$ cat src/rtl/bcd_digit.sv
// bcd_digit: one decade of the stopwatch counter chain.
// The digit advances on each clock edge where c_in is high. It wraps from
// MAX_VALUE to 0. c_out is a combinational ripple enable, so a cascaded chain
// rolls over every cell on the same edge without extra pipeline stages.
module bcd_digit #(
    parameter int unsigned MAX_VALUE = 9
) (
    input  logic       clk,
    input  logic       reset,
    input  logic       c_in,
    output logic [3:0] digit,
    output logic       c_out
);

    localparam logic [3:0] MAX_DIGIT = 4'(MAX_VALUE);

    logic [3:0] digit_q;
    logic [3:0] digit_d;
    logic       at_max;

    // Next-digit and carry. Any value at or above MAX_DIGIT wraps to 0, so an
    // upset into an illegal code is flushed on the next enabled edge. c_out
    // only matches the exact terminal count, so it stays low in illegal codes.
    always_comb begin
        digit_d = digit_q;
        at_max  = (digit_q == MAX_DIGIT);
        if (c_in) begin
            if (digit_q < MAX_DIGIT) begin
                digit_d = digit_q + 4'd1;
            end else begin
                digit_d = 4'd0;
            end
        end
        c_out = c_in & at_max;
    end

    // Digit register, cleared asynchronously while reset is low.
    always_ff @(posedge clk or negedge reset) begin
        if (!reset) begin
            digit_q <= 4'd0;
        end else begin
            digit_q <= digit_d;
        end
    end

    assign digit = digit_q;

endmodule

$ cat config.mk
export PLATFORM = sky130hd
export DESIGN_NAME = bcd_digit
export DESIGN_NICKNAME = d
export VERILOG_FILES = /design/src/rtl/bcd_digit.sv
export SDC_FILE = /design/constraint.sdc
export NUM_CORES = 1
export LEC_CHECK = 0
export ABC_AREA = 1
export CELL_PAD_IN_SITES_DETAIL_PLACEMENT = 1
export CELL_PAD_IN_SITES_GLOBAL_PLACEMENT = 1
export CORE_AREA = 2 2 39 41
export CTS_CLUSTER_DIAMETER = 80
export DETAILED_ROUTE_END_ITERATION = 16
export DIE_AREA = 0 0 41 43
export PLACE_DENSITY = 0.63
export SYNTH_ARGS = -nofsm -noshare
export SYNTH_HDL_FRONTEND = slang
export SYNTH_SLANG_ARGS = --single-unit
export TNS_END_PERCENT = 100
$ cat constraint.sdc
create_clock -name clk -period 1.35 [get_ports clk]
set_input_delay 0.27 -clock clk [delete_from_list [all_inputs] [get_ports clk]]
set_output_delay 0.27 -clock clk [all_outputs]
set_load 0.02 [all_outputs]
# Yosys cells after proc, flatten, opt, wreduce, memory -nomap -nowiden
# Cells that the tools add are included.
# W data, S select, Z words.
# word_totals
register_bits,4
in_bits,3
out_inout_bits,5
wordCells,6
# op_classes
addsub,1
n_lt_le_gt_ge,1
eq_ne,1
n_mux,1
bitwise,1
# ops
cell,n
$add A4 B1 Y4 const B,1
$eq A4 B4 Y1 const B,1
$lt A4 B4 Y1 const B,1
$mux W4,1
$and A1 B1 Y1,1

# Logic depth before layout (Yosys ltp)
# Gate-level depths: netlist (run 1).
# logic_depth
ltp_word,2
depth_mapped,6

# Worst setup path after synthesis (run 1)
# OpenSTA, ideal clock, no wires.
# synth_path
path_kind,register to output
start,"register digit_q[0], in the netlist digit[0]"
end,output c_out
t_arrival_ns,1.035
required_ns,1.080
slack_ns,0.045
path_stages_with_launch,4
n_path_buf,0
cell_sequence,dfrtp_1 ha_1 nand2_1 nor2_1
# synth_via
elab_chain_len,2
# synth_lines
element,line_no,text
from (decl),17,logic [3:0] digit_q;
from (signal assigned),42,digit_q <= digit_d;
$eq A4 B4 Y1,26,at_max = (digit_q == MAX_DIGIT);
$and A1 B1 Y1,34,c_out = c_in & at_max;
to (decl),12,output logic c_out
# Every way passes these cells.

# Final worst setup path (run 1)
# layout_path
start,"register digit_q[1], in the netlist digit[1]"
end,output c_out
# The elaborated chain is that of the path after synthesis.

==> results of run 1 <==
[cell usage in the layout (no fill, tap or decap), types with 3 or more instances in the layout]
cell type	Yosys	final
nand2_1	17	16
buf_4	0	10
inv_1	6	5
nor2_1	5	5
dfrtp_1	4	4
clkbuf_4	0	3
[layer usage]
metal,vias up,track usage [%]
li1,150,-
met1,132,11.0
met2,10,14.4
met3,0,7.85
met4,0,2.00
met5,-,0
[how the worst max path moves through the flow]
stage                 end  depth (start not counted)
floorplan           c_out                          3
global placement    c_out                          4
detailed placement  c_out                          4
CTS                 c_out                          5
global route        c_out                          5
finish              c_out                          5
[worst max-delay path, cell delays in order, from the launching register on]
cell and delay [ns]:
dfrtp_1 0.37, inv_2 0.08, ha_4 0.12, nand2_2 0.04, nor2_1 0.09, buf_4 0.14
[synthesized netlist by cell type]
| cell type | count | area [um2] |
|---|---|---|
| nand2_1 | 17 | 63.8 |
| inv_1 | 6 | 22.5 |
| nor2_1 | 5 | 18.8 |
| dfrtp_1 | 4 | 100 |
| ha_1 | 3 | 37.5 |
| nand3_1 | 2 | 10.0 |
| a21oi_1 | 1 | 5.00 |
[through the flow]
stage               hold slack, ns  worst slack (ns)  cells
finish                       0.240          -0.00215     73
global route                 0.246           -0.0841     73
global placement             0.483            -0.425     69
floorplan                  -0.0256            0.0448     38
detailed placement           0.488            -0.448     69
CTS                          0.241           -0.0193     72
[what timing repair did]
item / in CTS / in global routing
buffers inserted: 0 / 1
pin swaps: 0 / 1
resized for setup: 12 / 7
hold buffers: 0 / 0
endpoints found under the setup margin: 5 / 4
endpoints found under the hold margin: 0 / 0
[report_power, final]
| group | total, uW | switching, uW | internal, uW |
|---|---|---|---|
| clock network | 146 | 46.7 | 99.3 |
| registers | 213 | 39.8 | 173 |
| logic | 581 | 308 | 272 |
| total | 940 | 395 | 545 |
[final cells by class]
| cell class | count | area, um2 |
|---|---|---|
| sequential | 4 | 100 |
| tap | 16 | 20.0 |
| timing repair buffer | 16 | 125 |
| multi-input combinational | 28 | 150 |
| inverter | 6 | 22.5 |
| clock buffer | 3 | 22.5 |
| fill | 188 | 943 |
[cells by family after synthesis]
logic type	after synthesis	synth area share [%]
AO/OA/AOI/OAI	1	1.94
adder cells (fa/ha/maj)	3	14.6
buffers and inverters	6	8.74
flip-flops	4	38.8
AND/OR/NAND/NOR	24	35.9
==> results.cfg, run 1 <==
[finish]
fin_nets = 65
design_area_um2 = 440
areaGrowthSynthToFinish_pct = 70.9
utilization_pct = 31.8
drive_gt1_share_pct = 31.6
diodes = 0
largest_reg_flops = 4

[global_routing]
grt_pass1_wl_mm = 1.12
antenna_found_initial = 0
grt_pass1_vias = 267
grt_usage_pct = 9.86
grt_max_degree = 7
grt_overflow_total = 0

[route]
post_drt_via_cell_ratio = 4.00
drtIter0Drc = 1
wl_met2_um = 337
drt-met1-wl_um = 279
top_layer_used = met3
wl_um = 678
dr.pass1.iters = 2
vias = 292
drtAntennaViolNets = 0
drc = 0
wire_per_inst_um = 9.29
wl_met3_um = 62

[synthesis]
synth.distinct_cells = 7
synth_nets = 44
synth_warnings = 0
netlist_area_um2 = 258
syn_area_per_cell_um2 = 6.78
yosysSeqAreaShare_pct = 38.8
ys_ff_latch = 4
synthCells = 38

[sta]
setup_ws_ns = -0.00215
relSlewSlack_pct = 86.7
tns_ns = -0.00215
max_freq_mhz = 740
worst_clock_skew_ns = 0.00228
finalCritPeriodShare_pct = 100
hold_viol_final = 0
timing.final.max_slew_violations = 0
tightest_slew_ns = 0.201
rsz0062_at_grt = yes
min_period_ns = 1.35
setup_viol = 1

[clocking]
clk_latency_ns = 0.23
cts_sinks = 4
cts_tree = done
cts_buffer_depth = 2
cts_htree_levels = 1
clkTransAtPathRegs_ns = 0.04
root_buffer = clkbuf_4
numCtsBuffers = 3

[setup_path]
startpoint = digit[1]
regToRegStartpoint = digit[1]
end_kind = primary output
path_class = reg2out
rr_endpoint = digit[0]
worst_ep_required_time_ns = 1.08
worst_setup_path_start_kind = flop
r2r_slack_ns = 0.13
path_max_fanout = 2
reg2reg_depth = 8
arrival_ns = 1.08

[die]
initial_core_util_pct = 18.6
die-area_um2 = 1760
num_rows = 14
core_um2 = 1380
die_w_um = 41
die-height_um = 43
boundaryPins = 8

[place]
dp_hpwl_um = 554
place.port_buffers = 7
routabilityCongestion = 0.719
postPlaceCellArea_um2 = 408

[pwr]
p_per_area_nw_per_um2 = 2130
power_uw = 940
p_leak_uw = 0.000245
peakVddDrop_v = 0.000762

[hold_path]
hold_path_class = in2async

[outcome]
status = complete, but fails checks
violations = setup timing

[job]
drv_cap = 0
(Power assumes the default switching activity.)
==> run 2, diff against run 1 <==
--- a/config.mk
+++ b/config.mk
@@ -7,12 +7,13 @@
 export LEC_CHECK = 0
 export ABC_AREA = 1
 export CELL_PAD_IN_SITES_DETAIL_PLACEMENT = 1
-export CELL_PAD_IN_SITES_GLOBAL_PLACEMENT = 1
+export CELL_PAD_IN_SITES_GLOBAL_PLACEMENT = 2
 export CORE_AREA = 2 2 39 41
 export CTS_CLUSTER_DIAMETER = 80
 export DETAILED_ROUTE_END_ITERATION = 16
 export DIE_AREA = 0 0 41 43
-export PLACE_DENSITY = 0.63
+export PLACE_DENSITY = 0.75
+export SLEW_MARGIN = 25
 export SYNTH_ARGS = -nofsm -noshare
 export SYNTH_HDL_FRONTEND = slang
 export SYNTH_SLANG_ARGS = --single-unit
==> constraint.sdc (replaced) <==
create_clock -name clk -period 1.7 [get_ports clk]
set_input_delay 0.34 -clock clk [delete_from_list [all_inputs] [get_ports clk]]
set_output_delay 0.34 -clock clk [all_outputs]
set_load 0.02 [all_outputs]
==> run 2 against run 1 <==
Effect of this change: the run now ends clean; global-route usage up 0.84 points; non-clock buffer count down 5; flip-flop and latch count unchanged.
==> results.cfg, run 2 (same netlist as run 1, synthesis figures left out) <==
[global_routing]
antenna_found_initial = 0
grt_overflow_total = 0
grt_max_degree = 7
grt_pass1_wl_mm = 1.17
grt_pass1_vias = 282
grt_usage_pct = 10.7

[finish]
diodes = 0
largest_reg_flops = 4
final-seq-area_um2 = 100
final_cell_mix = nand2_1 (17), inv_1 (6), nor2_1 (5), clkdlybuf4s50_1 (5)
areaGrowthSynthToFinish_pct = 54.4
utilization_pct = 28.8
fin_cells = 68
multi_input_area_um2 = 135
fin_nets = 60
final_common_cell = nand2_1
drive_gt1_share_pct = 15.4
fillerInstances = 178

[sta]
setup_viol = 0
worst_hold_slack_ns = 0.292
tightest_slew_ns = 0.221
tns_ns = 0
timing.final.max_slew_violations = 0
relSlewSlack_pct = 85.2
min_period_ns = 1.64
hold_viol_final = 0
finalCritPeriodShare_pct = 96.2
max_freq_mhz = 611
worst_clock_skew_ns = 0.00709
rsz0062_at_grt = no

[setup_path]
path_max_fanout = 4
r2r_slack_ns = 0.57
crit_cells = 2
crit_buf_inv = 2
path_class = reg2out
crit_chain = buf_4, clkdlybuf4s50_1
end_kind = primary output
arrival_ns = 1.30
slowest_delay_ns = 0.59
reg2reg_depth = 7
crit_slowest_cell = clkdlybuf4s50_1
worst_setup_path_start_kind = flop
worst_ep_required_time_ns = 1.36
path_delay_family = buffers and inverters

[die]
num_rows = 14
die-height_um = 43
core_um2 = 1380
initial_core_util_pct = 18.6
die-area_um2 = 1760
boundaryPins = 8
die_w_um = 41

[pwr]
p_comb_share_pct = 56.6
seq_power_share_pct = 24.8
swShare_pct = 42.7
netSwitchingPower_uw = 293
p_int_uw = 392
p_leak_uw = 0.000228
p_per_area_nw_per_um2 = 1720
peakVddDrop_v = 0.000438
power_frac_clock_pct = 18.6

[clocking]
cts_htree_levels = 1
cts_buffer_depth = 2
clkTransAtPathRegs_ns = 0.04
holdBufCountCts = 0
root_buffer = clkbuf_4
postCtsSetupBuffers = 0
numCtsBuffers = 3
cts_sinks = 4
clk_latency_ns = 0.25
cts_tree = done

[route]
wl_um = 677
dr.pass1.iters = 1
post_drt_via_cell_ratio = 4.06
drtIter0Drc = 0
drc = 0
wire_per_inst_um = 9.96
vias = 276
drtAntennaViolNets = 0

[place]
dp_hpwl_um = 540
place_inst = 65
place.port_buffers = 7
routabilityCongestion = 0.657

[hold_path]
hold_path_class = in2async

[outcome]
status = finished, final reports clean

[job]
drv_cap = 0
## run 2: changes by cell type in the layout (fill, tap and decap cells not counted), sizes merged
| cell | previous run | this run |
|---|---|---|
| dlymetal6s2s | 0 | 1 |
| clkdlybuf4s50 | 2 | 5 |
| clkdlybuf4s15 | 2 | 0 |
| buf | 10 | 4 |
| clkbuf | 5 | 4 |
## run 2: area by class of cell
class / instances / share of cell area, %
Timing Repair Buffer: 11 / 24.5
Tap cell: 16 / 5.03
Sequential cell: 4 / 25.2
Inverter: 6 / 5.66
Multi-Input combinational cell: 28 / 34.0
Clock buffer: 3 / 5.66
## run 2: path summary, 6_finish.rpt
check,end,from
min in group clk,digit[1],digit[1]
max reg2reg,digit[1],digit[0]
max in group asynchronous,digit[1],reset
max,digit[1],digit[1]
min reg2reg,digit[1],digit[1]
min,digit[3],reset
## run 2: power groups by stage
stage	clock network [uW]	logic, uW	registers, uW
after global routing	140	454	174
after global placement	0	395	170
after floorplan	0	147	237
after CTS	133	403	170
after detailed placement	0	402	172
final	127	388	170
## run 2: routing by layer
layer  share of wire, %  track usage, %  up-vias
met4                3.7            10.0        0
met5                  0               0        -
met3                6.1            3.14        2
li1                   -               -      142
met1                 42            11.8      124
met2                 48            15.3        8
## run 2: stage by stage
stage / area [um2] / worst slack [ns] / power (uW)
2_1_floorplan: 258 / 0.325 / 384
3_3_place_gp: 378 / -0.219 / 565
3_5_place_dp: 378 / -0.244 / 573
4_1_cts: 399 / 0.0105 / 706
5_1_grt: 398 / 0.0226 / 768
6_report: 398 / 0.0640 / 685
## run 2: timing repair
| item | in CTS | in global routing |
|---|---|---|
| pin swaps | 0 | 0 |
| resized for setup | 1 | 3 |
| cloned | 0 | 0 |
| setup endpoints to repair | 1 | 2 |
## run 2: worst reg2reg max path, stage by stage (launching register included)
cell and delay, ns:
dfrtp_1 0.34, buf_4 0.14, inv_1 0.04, ha_1 0.20, nand2_1 0.09, nand2_1 0.08
nand2_1 0.07, nand2_1 0.04
